<file path="src/rtl/dilithium_pkg.sv">
// Shared Dilithium NTT constants and the polynomial loader state encoding.
package dilithium_pkg;

  localparam int unsigned DilN   = 256;      // coefficients per polynomial
  localparam int unsigned DilQ   = 8380417;  // Dilithium modulus
  localparam int unsigned CoeffW = 24;       // coefficient / memory data width
  localparam int unsigned AddrW  = 16;       // NTT memory address width
  localparam int unsigned CntW   = 9;        // beat counter width

  typedef enum logic [2:0] {
    StIdle,
    StLoad,
    StFlush,
    StStart,
    StWait,
    StDone
  } loader_state_e;

endpackage

</file>
<file path="src/rtl/ntt_coeff_reduce.sv">
// Maps a signed coefficient into [0, Q-1]; values outside [-(Q-1), Q-1] yield 0 and a flag.
module ntt_coeff_reduce
  import dilithium_pkg::*;
#(
  parameter int unsigned Q = DilQ
) (
  input  logic [CoeffW-1:0] coeff_i,
  output logic [CoeffW-1:0] coeff_o,
  output logic              out_of_range_o
);

  localparam logic signed [CoeffW:0] QExt = (CoeffW + 1)'(Q);

  logic signed [CoeffW:0] coeff_ext;
  logic signed [CoeffW:0] coeff_plus_q;

  assign coeff_ext    = $signed({coeff_i[CoeffW-1], coeff_i});
  assign coeff_plus_q = coeff_ext + QExt;

  // Range check and conditional add of Q, all in 25-bit signed arithmetic.
  always_comb begin
    coeff_o        = '0;
    out_of_range_o = 1'b0;
    if (!coeff_ext[CoeffW] && (coeff_ext < QExt)) begin
      coeff_o = coeff_ext[CoeffW-1:0];
    end else if (coeff_ext[CoeffW] && !coeff_plus_q[CoeffW] && (coeff_plus_q != '0)) begin
      // A negative input with x + Q >= 1 means x >= -(Q-1).
      coeff_o = coeff_plus_q[CoeffW-1:0];
    end else begin
      out_of_range_o = 1'b1;
    end
  end

endmodule

</file>
<file path="src/rtl/ntt_poly_loader.sv">
// Streams N coefficients into the NTT memory load port, then starts the NTT and waits
// for its completion. All outputs are registered.
module ntt_poly_loader
  import dilithium_pkg::*;
#(
  parameter int unsigned      N         = DilN,
  parameter int unsigned      Q         = DilQ,
  parameter logic [AddrW-1:0] BASE_ADDR = 16'h0000
) (
  input  logic              clk,
  input  logic              rst,
  input  logic              s_valid,
  output logic              s_ready,
  input  logic [CoeffW-1:0] s_data,
  output logic              load_mem,
  output logic [AddrW-1:0]  A_load,
  output logic [CoeffW-1:0] D_load,
  output logic              WEB_load,
  output logic              start_NTT,
  input  logic              done_NTT,
  output logic              busy,
  output logic              done,
  output logic              err
);

  localparam logic [CntW-1:0] LastBeat = CntW'(N - 1);

  loader_state_e     state_q, state_d;
  logic [CntW-1:0]   cnt_q, cnt_d;
  logic              ready_q, ready_d;
  logic              load_mem_q, load_mem_d;
  logic [AddrW-1:0]  addr_q, addr_d;
  logic [CoeffW-1:0] data_q, data_d;
  logic              web_q, web_d;
  logic              start_q, start_d;
  logic              busy_q, busy_d;
  logic              done_q, done_d;
  logic              err_q, err_d;

  logic              accept;
  logic [CoeffW-1:0] coeff_red;
  logic              coeff_oor;

  assign accept = s_valid & ready_q;

  ntt_coeff_reduce #(
    .Q(Q)
  ) u_reduce (
    .coeff_i       (s_data),
    .coeff_o       (coeff_red),
    .out_of_range_o(coeff_oor)
  );

  // Next-state and next-output decode; output registers follow the current state.
  always_comb begin
    state_d    = state_q;
    cnt_d      = cnt_q;
    load_mem_d = load_mem_q;
    addr_d     = addr_q;
    data_d     = data_q;
    web_d      = 1'b1;
    start_d    = 1'b0;
    done_d     = 1'b0;
    err_d      = err_q;

    unique case (state_q)
      StIdle, StLoad: begin
        if (accept) begin
          addr_d     = BASE_ADDR + AddrW'(cnt_q);
          data_d     = coeff_red;
          web_d      = 1'b0;
          load_mem_d = 1'b1;
          // Beat 0 starts a fresh polynomial, so the sticky flag restarts there.
          err_d      = (cnt_q == '0) ? coeff_oor : (err_q | coeff_oor);
          if (cnt_q == LastBeat) begin
            cnt_d   = '0;
            state_d = StFlush;
          end else begin
            cnt_d   = cnt_q + 1'b1;
            state_d = StLoad;
          end
        end
      end
      StFlush: begin
        load_mem_d = 1'b1;
        state_d    = StStart;
      end
      StStart: begin
        start_d    = 1'b1;
        load_mem_d = 1'b0;
        state_d    = StWait;
      end
      StWait: begin
        if (done_NTT) begin
          state_d = StDone;
        end
      end
      StDone: begin
        done_d  = 1'b1;
        state_d = StIdle;
      end
      default: begin
        state_d = StIdle;
      end
    endcase

    // Handshake and busy track the state itself so acceptance never lags.
    ready_d = (state_d == StIdle) || (state_d == StLoad);
    busy_d  = (state_d != StIdle);
  end

  // State, counter and output registers.
  always_ff @(posedge clk or posedge rst) begin
    if (rst) begin
      state_q    <= StIdle;
      cnt_q      <= '0;
      ready_q    <= 1'b0;
      load_mem_q <= 1'b0;
      addr_q     <= '0;
      data_q     <= '0;
      web_q      <= 1'b1;
      start_q    <= 1'b0;
      busy_q     <= 1'b0;
      done_q     <= 1'b0;
      err_q      <= 1'b0;
    end else begin
      state_q    <= state_d;
      cnt_q      <= cnt_d;
      ready_q    <= ready_d;
      load_mem_q <= load_mem_d;
      addr_q     <= addr_d;
      data_q     <= data_d;
      web_q      <= web_d;
      start_q    <= start_d;
      busy_q     <= busy_d;
      done_q     <= done_d;
      err_q      <= err_d;
    end
  end

  assign s_ready   = ready_q;
  assign load_mem  = load_mem_q;
  assign A_load    = addr_q;
  assign D_load    = data_q;
  assign WEB_load  = web_q;
  assign start_NTT = start_q;
  assign busy      = busy_q;
  assign done      = done_q;
  assign err       = err_q;

endmodule

</file>
<file path="config.mk">
export PLATFORM = sky130hd
export DESIGN_NAME = ntt_poly_loader
export DESIGN_NICKNAME = d
export VERILOG_FILES = /design/src/rtl/dilithium_pkg.sv /design/src/rtl/ntt_coeff_reduce.sv /design/src/rtl/ntt_poly_loader.sv
export SDC_FILE = /design/constraint.sdc
export NUM_CORES = 1
export LEC_CHECK = 0
export ABC_AREA = 1
export CAP_MARGIN = 15
export CORE_ASPECT_RATIO = 1.2
export CORE_MARGIN = 3
export CORE_UTILIZATION = 25
export DETAILED_ROUTE_END_ITERATION = 10
export SYNTH_ARGS = -nofsm -noshare
export SYNTH_HDL_FRONTEND = slang
export SYNTH_SLANG_ARGS = --single-unit
</file>
<file path="constraint.sdc">
create_clock -name clk -period 2.79 [get_ports clk]
set_input_delay 0.6975 -clock clk [delete_from_list [all_inputs] [get_ports clk]]
set_output_delay 0.6975 -clock clk [all_outputs]
set_load 0.01 [all_outputs]
</file>
# Word-level counts from Yosys, hierarchy flattened
# Index checks and enable logic that the tools add are counted.
# totals
reg_bits,52
latchBits,0
ramBits,0
mem_bits_ro,0
inputBits,28
output_inout_bits,47
elab_cells,55
n_memories,0
# op_classes
add_sub_neg,2
multipliers,0
div_mod_pow,0
n_lt_le_gt_ge,1
n_eq_ne,8
n_shift,0
n_mux,16
bitwise,2
reduce_logical,15
# ops
cell,n
$mux 24,2
$add 24x24->25 const B,1
$reduce_bool 25->1,1
$lt 24x24->1 const B,1
$pmux 3 s4,1
$add 9x1->9 const B,1
$eq 9x8->1 const B,1
$logic_not 9->1,1
$mux 9,1
$mux 1,8
$eq 3x1->1 const B,2
$eq 3x2->1 const B,2
$eq 3x3->1 const B,2
$logic_not 3->1,2
$mux 3,2
$reduce_bool 3->1,2
$reduce_and 2->1,2
$logic_and 1x1->1,3
$pmux 1 s3,1
$logic_not 1->1,2
$mux 2,1
$ne 2x2->1 const B,1
$reduce_or 2->1,1
$and 1x1->1,1
2 further kinds,2

# Longest topological paths before layout
# Gate-level depths: netlist of the first run.
# depth
word_depth,8
depth_mapped,21
depth_no_buf,21

# By module
# From an unflattened synthesis of the first run, not the netlist that was laid out.
# hier_totals
cells_unflattened,541
area_unflattened_um2,3723.6
# by_module_without_submodules
module,n_inst,cells_each,area_each_um2
ntt_poly_loader,1,249,2258.4
ntt_coeff_reduce,1,292,1465.2

# Worst setup path after synthesis of the first run
# OpenSTA, ideal clock, no wires.
# synth_timing
kind,in2reg
start,in s_data[0]
end,"reg data_q[5], in the netlist D_load[5]"
setup_time_ps,120
arrival_ps,2681
required_time_ps,2670
setup_slack_ps,-11
stages,21
path_buffers,1
cell_sequence,ha_1 > nand3_2 > nor2_2 > nand3_2 > nand4_1 > inv_1 > nor2_1 > ha_1 > inv_1 > nand2_1 > nor2_1 > nand2_1 > nor2_1 > nand2_1 > nor2_1 > nand2_1 > nor2_2 > nand2_4 > buf_6 > nand3_2 > a21oi_2
# synth_between
elab_chain_cells,6
# synth_lines
element,line_no,rtl
start: declaration,ntt_poly_loader.sv:14,"input logic [CoeffW-1:0] s_data,"
"parallel branches: the longest is 5 deep, another holds $add 24x24->25",--,
$mux 24 *,ntt_coeff_reduce.sv:24,if (!coeff_ext[CoeffW] && (coeff_ext < QExt)) begin
end signal: assignment,ntt_poly_loader.sv:132,data_q <= data_d;
end: declaration,ntt_poly_loader.sv:33,"logic [CoeffW-1:0] data_q, data_d;"
# Every way passes the cells marked *.
# A chain may end at the register's enable or synchronous reset.

# Worst setup path after layout of the first run
# layout_timing
start,in s_data[10]
end,"reg data_q[4], in the netlist D_load[4]"
# The elaborated chain is that of the path after synthesis.

==> impl_metrics.py, run 1 <==
metrics = {
    "run_status": {
        "status": "finished, final reports clean",
    },
    "global_routing": {
        "grt_use_total_pct": 13.5,
        "grt_max_degree": 57,
        "antenna_found_initial": 0,
        "met3_usage_pct": 1.63,
        "grt_pass1_vias": 3716,
        "use_met2_pct": 24.0,
        "busiest_layer": "met2",
        "grt_use_met1_pct": 16.7,
        "overflow": 0,
        "grt_pass1_wl_um": 17300,
    },
    "worst_setup_path": {
        "max_stage_delay_ns": 0.19,
        "cp.required_ns": 2.97,
        "worstPathMaxFanout": 5,
        "arrival_ns": 2.83,
        "worstSetupPathType": "primary input to flop",
        "slowest_stage": "clkdlybuf4s15_1",
        "reg2reg_slack_ns": 0.99,
        "reg2regPathDepth": 7,
        "startpoint": "s_data[10]",
        "end_kind": "flop",
        "reg2reg_from": "state_q[1]",
        "timing.rr.end": "cnt_q[7]",
        "crit_path_end": "D_load[4]",
        "start_kind": "primary input",
        "path_common_cell": "buf_4",
        "worstPathCellList": "clkdlybuf4s15_1 > nand2_2 > buf_4 > buf_4 > buf_4 > buf_4 > nor2_1 > buf_4 > nand3_1 > nand2_1 > nand2_1 > nand2_1 > nand3_1 > nor2_2 > nand2_4 > buf_12 > buf_16 > nand3_4 > a21oi_2",
    },
    "cells_and_area": {
        "multi_input_area_sq_um": 2070,
        "syn_to_final_growth_pct": 49.0,
        "fill_cells": 1422,
        "final_util_pct": 38.5,
        "nets": 694,
        "fin_cells": 832,
        "n_antenna_cell": 0,
        "seq_area_sq_um": 1300,
        "final_layout_size_suffix_gt1_share_pct": 27.8,
    },
    "synth": {
        "async_flop_share_pct": 100,
        "synth_top_area_share_pct": 35.3,
        "yosys_warnings": 0,
        "synthMostInstantiatedCell": "nand2_1",
        "synth_cells": 522,
        "synth_cell_types": 33,
        "ys_seq_area_share_pct": 36.0,
        "synthTopCellsByArea": "dfrtp_1 35%, nand2_1 11%, inv_1 8.6%",
        "avgSynthCellArea_sq_um": 6.92,
        "netlist_area_sq_um": 3610,
        "synth_edf_count": 0,
        "synth_seq_cells": 52,
        "synth_flop_cell": "dfrtp_1",
        "synth_largest_area_cell": "dfrtp_1",
        "ys_top_cells_by_count": "110 x nand2_1, 83 x inv_1, 81 x nor2_1, 51 x dfrtp_1, 32 x o21ai_0",
    },
    "placed_design": {
        "port_buffers": 67,
        "place_ws_ns": -0.588,
        "place_congestion": 0.905,
        "dp_hpwl_um": 8170,
        "placed_cells": 810,
    },
    "job": {
        "cap_violations": 0,
    },
    "cts": {
        "cts.clk_slew.worst_paths_ns": 0.07,
        "cts.sinks": 52,
        "cts_root_buf": "clkbuf_16",
        "cts_buffer_depth": 2,
        "cts_max_level": 2,
        "cts_tree": "done",
        "clkLatencyLatePin_ns": 0.29,
        "cts_inserted_buffers": 5,
    },
    "power": {
        "netSwitchingFraction_pct": 33.3,
        "power_density_nw_per_um2": 470,
        "p_sw_w": 0.000844,
        "p_seq_share_pct": 40.6,
        "cell_internal_pwr_w": 0.00169,
        "clockPowerShare_pct": 23.7,
        "power_frac_comb_pct": 35.6,
        "p_leak_nw": 2.62,
        "ir_drop_v": 0.000286,
    },
    "sta": {
        "min_period_over_period_pct": 95.3,
        "setup_viol": 0,
        "rsz0062_at_grt": "true",
        "fmax_ghz": 0.376,
        "setup_ws_ns": 0.131,
        "fin_tns_setup_ns": 0,
        "clock_skew_ns": 0.00381,
        "layout_min_cycle_time_ns": 2.66,
        "hold_viol": 0,
        "drv_slew": 0,
    },
    "floorplanning": {
        "die_w_um": 116,
        "ios": 75,
        "die_y_um": 138,
        "start_util_pct": 25.8,
        "rows": 47,
        "core_sq_um": 14000,
        "die_area_sq_um": 15900,
    },
    "routing": {
        "drt-initial-drc-count": 230,
        "drtPass1Iterations": 4,
        "route.vias.total": 3693,
        "drc_errors": 0,
        "wl_per_cell_um": 12.4,
        "vias_per_cell": 4.44,
        "antenna_left": 0,
        "drt_wl_total_um": 10300,
    },
    "worst_hold_path": {
        "min_path_type": "flop to flop",
    },
}
-- cells by family after synthesis --
logic type | Yosys count | share of synthesized area (%)
adder cells (fa/ha/maj) | 6 | 2.08
AO/OA/AOI/OAI | 77 | 12.2
other | 1 | 0.104
XOR/XNOR | 5 | 1.21
flip-flops | 52 | 36.0
buffers and inverters | 109 | 12.6
AND/OR/NAND/NOR | 272 | 35.7
-- cell usage in the layout, fill, tap and decap left out, drive strengths merged --
cell	count
a211oi	2
a21boi	1
a21oi	36
a41oi	1
buf	85
clkbuf	20
clkdlybuf4s15	4
clkdlybuf4s50	44
clkinv	1
clkinvlp	1
conb	7
dfrtp	51
dfstp	1
dlymetal6s2s	1
ha	6
inv	86
nand2	114
nand3	52
nand4	10
nor2	88
nor3	4
nor4	4
o21ai	35
o21bai	1
o22ai	1
xor2	5
-- worst max-delay path, delay by kind of cell --
family	cells	cell delay, ns
AND/OR/NAND/NOR	10	0.97
AO/OA/AOI/OAI	1	0.06
buffers and inverters	8	1.10
-- metal layers --
layer	part of all wire, %	vias to the layer above
met1	43	1684
met3	3.3	17
met2	52	74
li1	-	1918
met5	0	-
met4	2.6	0
-- flip-flops by register name (all words and copies together), names as in the netlist --
| register | count |
|---|---|
| load_mem | 1 |
| WEB_load | 1 |
| A_load | 9 |
| s_ready | 1 |
| cnt_q | 9 |
| done | 1 |
| busy | 1 |
| start_NTT | 1 |
| state_q | 3 |
| err | 1 |
| D_load | 24 |
-- worst min path at each step --
stage	from	to	slack, ns	cells past startpoint
finish	A_load[3]	A_load[3]	0.47	2
floorplan	state_q[1]	done	0.43	1
global route	A_load[3]	A_load[3]	0.49	2
detailed placement	A_load[3]	A_load[3]	0.46	2
global placement	A_load[7]	A_load[7]	0.46	2
CTS	A_load[3]	A_load[3]	0.48	2
-- power groups by stage --
stage	combinational, W	clock [W]	sequential [W]
floorplan	0.000394	0	0.00108
global placement	0.000871	0	0.00104
detailed placement	0.000878	0	0.00104
CTS	0.000887	0.000619	0.00103
global route	0.00101	0.000649	0.00105
finish	0.000902	0.000601	0.00103
-- final cells by class --
cell class                      count  area share [%]
Tap cell                          171            3.97
Inverter                           86            5.99
Sequential cell                    52            24.2
Multi-Input combinational cell    367            38.5
Clock inverter                      2           0.302
Clock buffer                        6            2.39
Timing Repair Buffer              148            24.7
-- what timing repair did --
item / CTS / global route
buffers inserted: 11 / 3
endpoints found under the setup margin: 25 / 25
hold buffers: 0 / 0
pin swaps: 21 / 24
resized for setup: 59 / 62
cloned: 1 / 0
-- metrics by stage --
step | hold WS [ns] | area, sq um | total power, W
final | 0.472 | 5390 | 0.00253
after global routing | 0.494 | 5390 | 0.00271
after CTS | 0.479 | 5280 | 0.00254
after detailed placement | 0.462 | 4960 | 0.00192
after global placement | 0.457 | 4960 | 0.00191
after floorplan | 0.433 | 3640 | 0.00147
Note: power is estimated with default switching activity, not from simulation.
==> inputs of run 2 (changes only) <==
- CORE_MARGIN: 3 -> 1
- SLEW_MARGIN: not set -> 20
==> run 2 against run 1 <==
- sequential cell count is the same
- power shrank 0.30%
- global-route usage grew 0.40 points
- the run now ends with DRC left
- clock skew grew 0.0053 ns
- largest cell class unchanged
- wire length shrank 4.2%
- critical endpoint is now D_load[14]
- hold slack gained 0.0032 ns
- maximum frequency shrank 1.6%
==> impl_metrics.py, run 2 (synthesis gave the netlist of run 1 again) <==
metrics = {
    "power": {
        "ir_drop_v": 0.000261,
        "p_leak_nw": 2.59,
        "power_density_nw_per_um2": 478,
    },
    "sta": {
        "max_slew_margin_pct": 65.1,
        "drv_slew": 0,
        "tightest_slew_ns": 0.523,
        "min_period_over_period_pct": 96.8,
        "setup_viol": 0,
        "layout_min_cycle_time_ns": 2.70,
        "hold_viol": 0,
        "fmax_ghz": 0.370,
        "clock_skew_ns": 0.00916,
    },
    "worst_setup_path": {
        "start_kind": "primary input",
        "arrival_ns": 2.92,
        "worstPathMaxFanout": 8,
        "end_kind": "flop",
        "worstSetupPathType": "primary input to flop",
        "reg2reg_slack_ns": 0.99,
        "cp.required_ns": 3.01,
    },
    "cts": {
        "cts_tree": "done",
        "cts.clk_slew.worst_paths_ns": 0.07,
        "cts.sinks": 52,
        "cts_root_buf": "clkbuf_16",
        "cts_buffer_depth": 2,
        "cts_inserted_buffers": 5,
        "cts_max_level": 2,
        "postCtsHoldBufs": 0,
        "clkLatencyLatePin_ns": 0.29,
    },
    "cells_and_area": {
        "final_layout_size_suffix_gt1_share_pct": 25.8,
        "nets": 696,
        "largest_reg_flops": 24,
        "fill_cells": 1438,
        "final_common_cell": "nand2_1",
        "n_antenna_cell": 0,
        "final_cell_mix": "105 x nand2_1, 79 x inv_1, 78 x nor2_1",
        "syn_to_final_growth_pct": 46.2,
        "final_util_pct": 37.9,
        "fin_cells": 834,
    },
    "placed_design": {
        "place_congestion": 0.922,
        "placed_cells": 810,
        "dp_hpwl_um": 7810,
        "port_buffers": 67,
    },
    "floorplanning": {
        "die_y_um": 134,
        "start_util_pct": 25.9,
        "core_sq_um": 13900,
        "rows": 47,
        "die_area_sq_um": 14900,
        "ios": 75,
        "die_w_um": 112,
    },
    "routing": {
        "wl_per_cell_um": 11.8,
        "drc_errors": 5,
        "drtPass1Iterations": 9,
        "drt-initial-drc-count": 253,
        "drt_wl_total_um": 9860,
        "vias_per_cell": 4.39,
        "route.vias.total": 3665,
        "antenna_left": 0,
    },
    "global_routing": {
        "grt_pass1_vias": 3546,
        "grt_max_degree": 57,
        "overflow": 0,
        "antenna_found_initial": 0,
        "grt_pass1_wl_um": 16800,
        "grt_use_total_pct": 13.9,
    },
    "worst_hold_path": {
        "min_path_type": "flop to flop",
    },
    "job": {
        "cap_violations": 0,
    },
    "run_status": {
        "status": "finished, violations left",
        "violations": "DRC",
    },
}
run 2: through the flow:
stage / instance area, sq um / setup TNS, ns / hold WS, ns / total power (W) / setup WS (ns)
after global routing: 5290 / -0.0254 / 0.503 / 0.00269 / -0.00846
after detailed placement: 4950 / -13.91 / 0.463 / 0.00192 / -0.587
after global placement: 4950 / -12.63 / 0.455 / 0.00191 / -0.528
after floorplan: 3640 / 0 / 0.433 / 0.00147 / 0.0217
final: 5290 / 0 / 0.475 / 0.00252 / 0.0887
after CTS: 5260 / 0 / 0.482 / 0.00255 / 0.00777
run 2: report_power, final:
part           leakage [nW]  total (W)  switching (W)  internal [W]
Combinational          1.91   0.000875       0.000452      0.000423
Sequential            0.613    0.00103       0.000108      0.000919
Clock                0.0708   0.000623       0.000284      0.000339
Total                  2.59    0.00252       0.000844       0.00168
run 2: metal layers:
layer	part of all wire (%)	global-route usage, %	wire [um]	up-vias
li1	-	-	-	1919
met5	0	0	0	-
met3	3.7	1.59	363	12
met4	1.9	4.88	189	0
met2	50	24.5	4890	91
met1	45	17.6	4420	1643
run 2: final cells by class:
type / instances / area [sq um] / area share, %
clock buffer: 5 / 125 / 2.37
sequential: 52 / 1300 / 24.6
inverter: 86 / 323 / 6.11
multi-input combinational: 367 / 1980 / 37.5
tap: 171 / 214 / 4.05
timing repair buffer: 150 / 1320 / 24.9
clock inverter: 3 / 25.0 / 0.473
run 2: critical path, stage by stage:
cell and delay, ns:
clkdlybuf4s50_1 0.44, inv_1 0.10, nand4_1 0.12, buf_4 0.15, buf_4 0.12, buf_4 0.12, buf_4 0.12, buf_4 0.12
buf_4 0.12, buf_4 0.12, nand2_1 0.06, nor2_1 0.04, nand2_1 0.07, nor2_2 0.05, nand2_4 0.13, buf_12 0.15
nand3_2 0.07, a21oi_2 0.12
run 2: timing repair:
| action | 4_1_cts | 5_1_grt |
|---|---|---|
| gates cloned | 1 | 0 |
| pin swaps | 21 | 20 |
| endpoints found under the setup margin | 25 | 25 |
| endpoints found under the hold margin | 0 | 0 |
| buffers inserted | 14 | 1 |
| gates resized for setup | 44 | 31 |
run 2: worst paths after layout:
kind,startpoint,endpoint,cells after the start
max reg2reg,state_q[2],cnt_q[7],7
min reg2reg,A_load[7],A_load[7],2
min,A_load[7],A_load[7],2
max in group asynchronous,rst,WEB_load,3
min in group asynchronous,rst,D_load[1],2
max,s_data[22],D_load[14],18
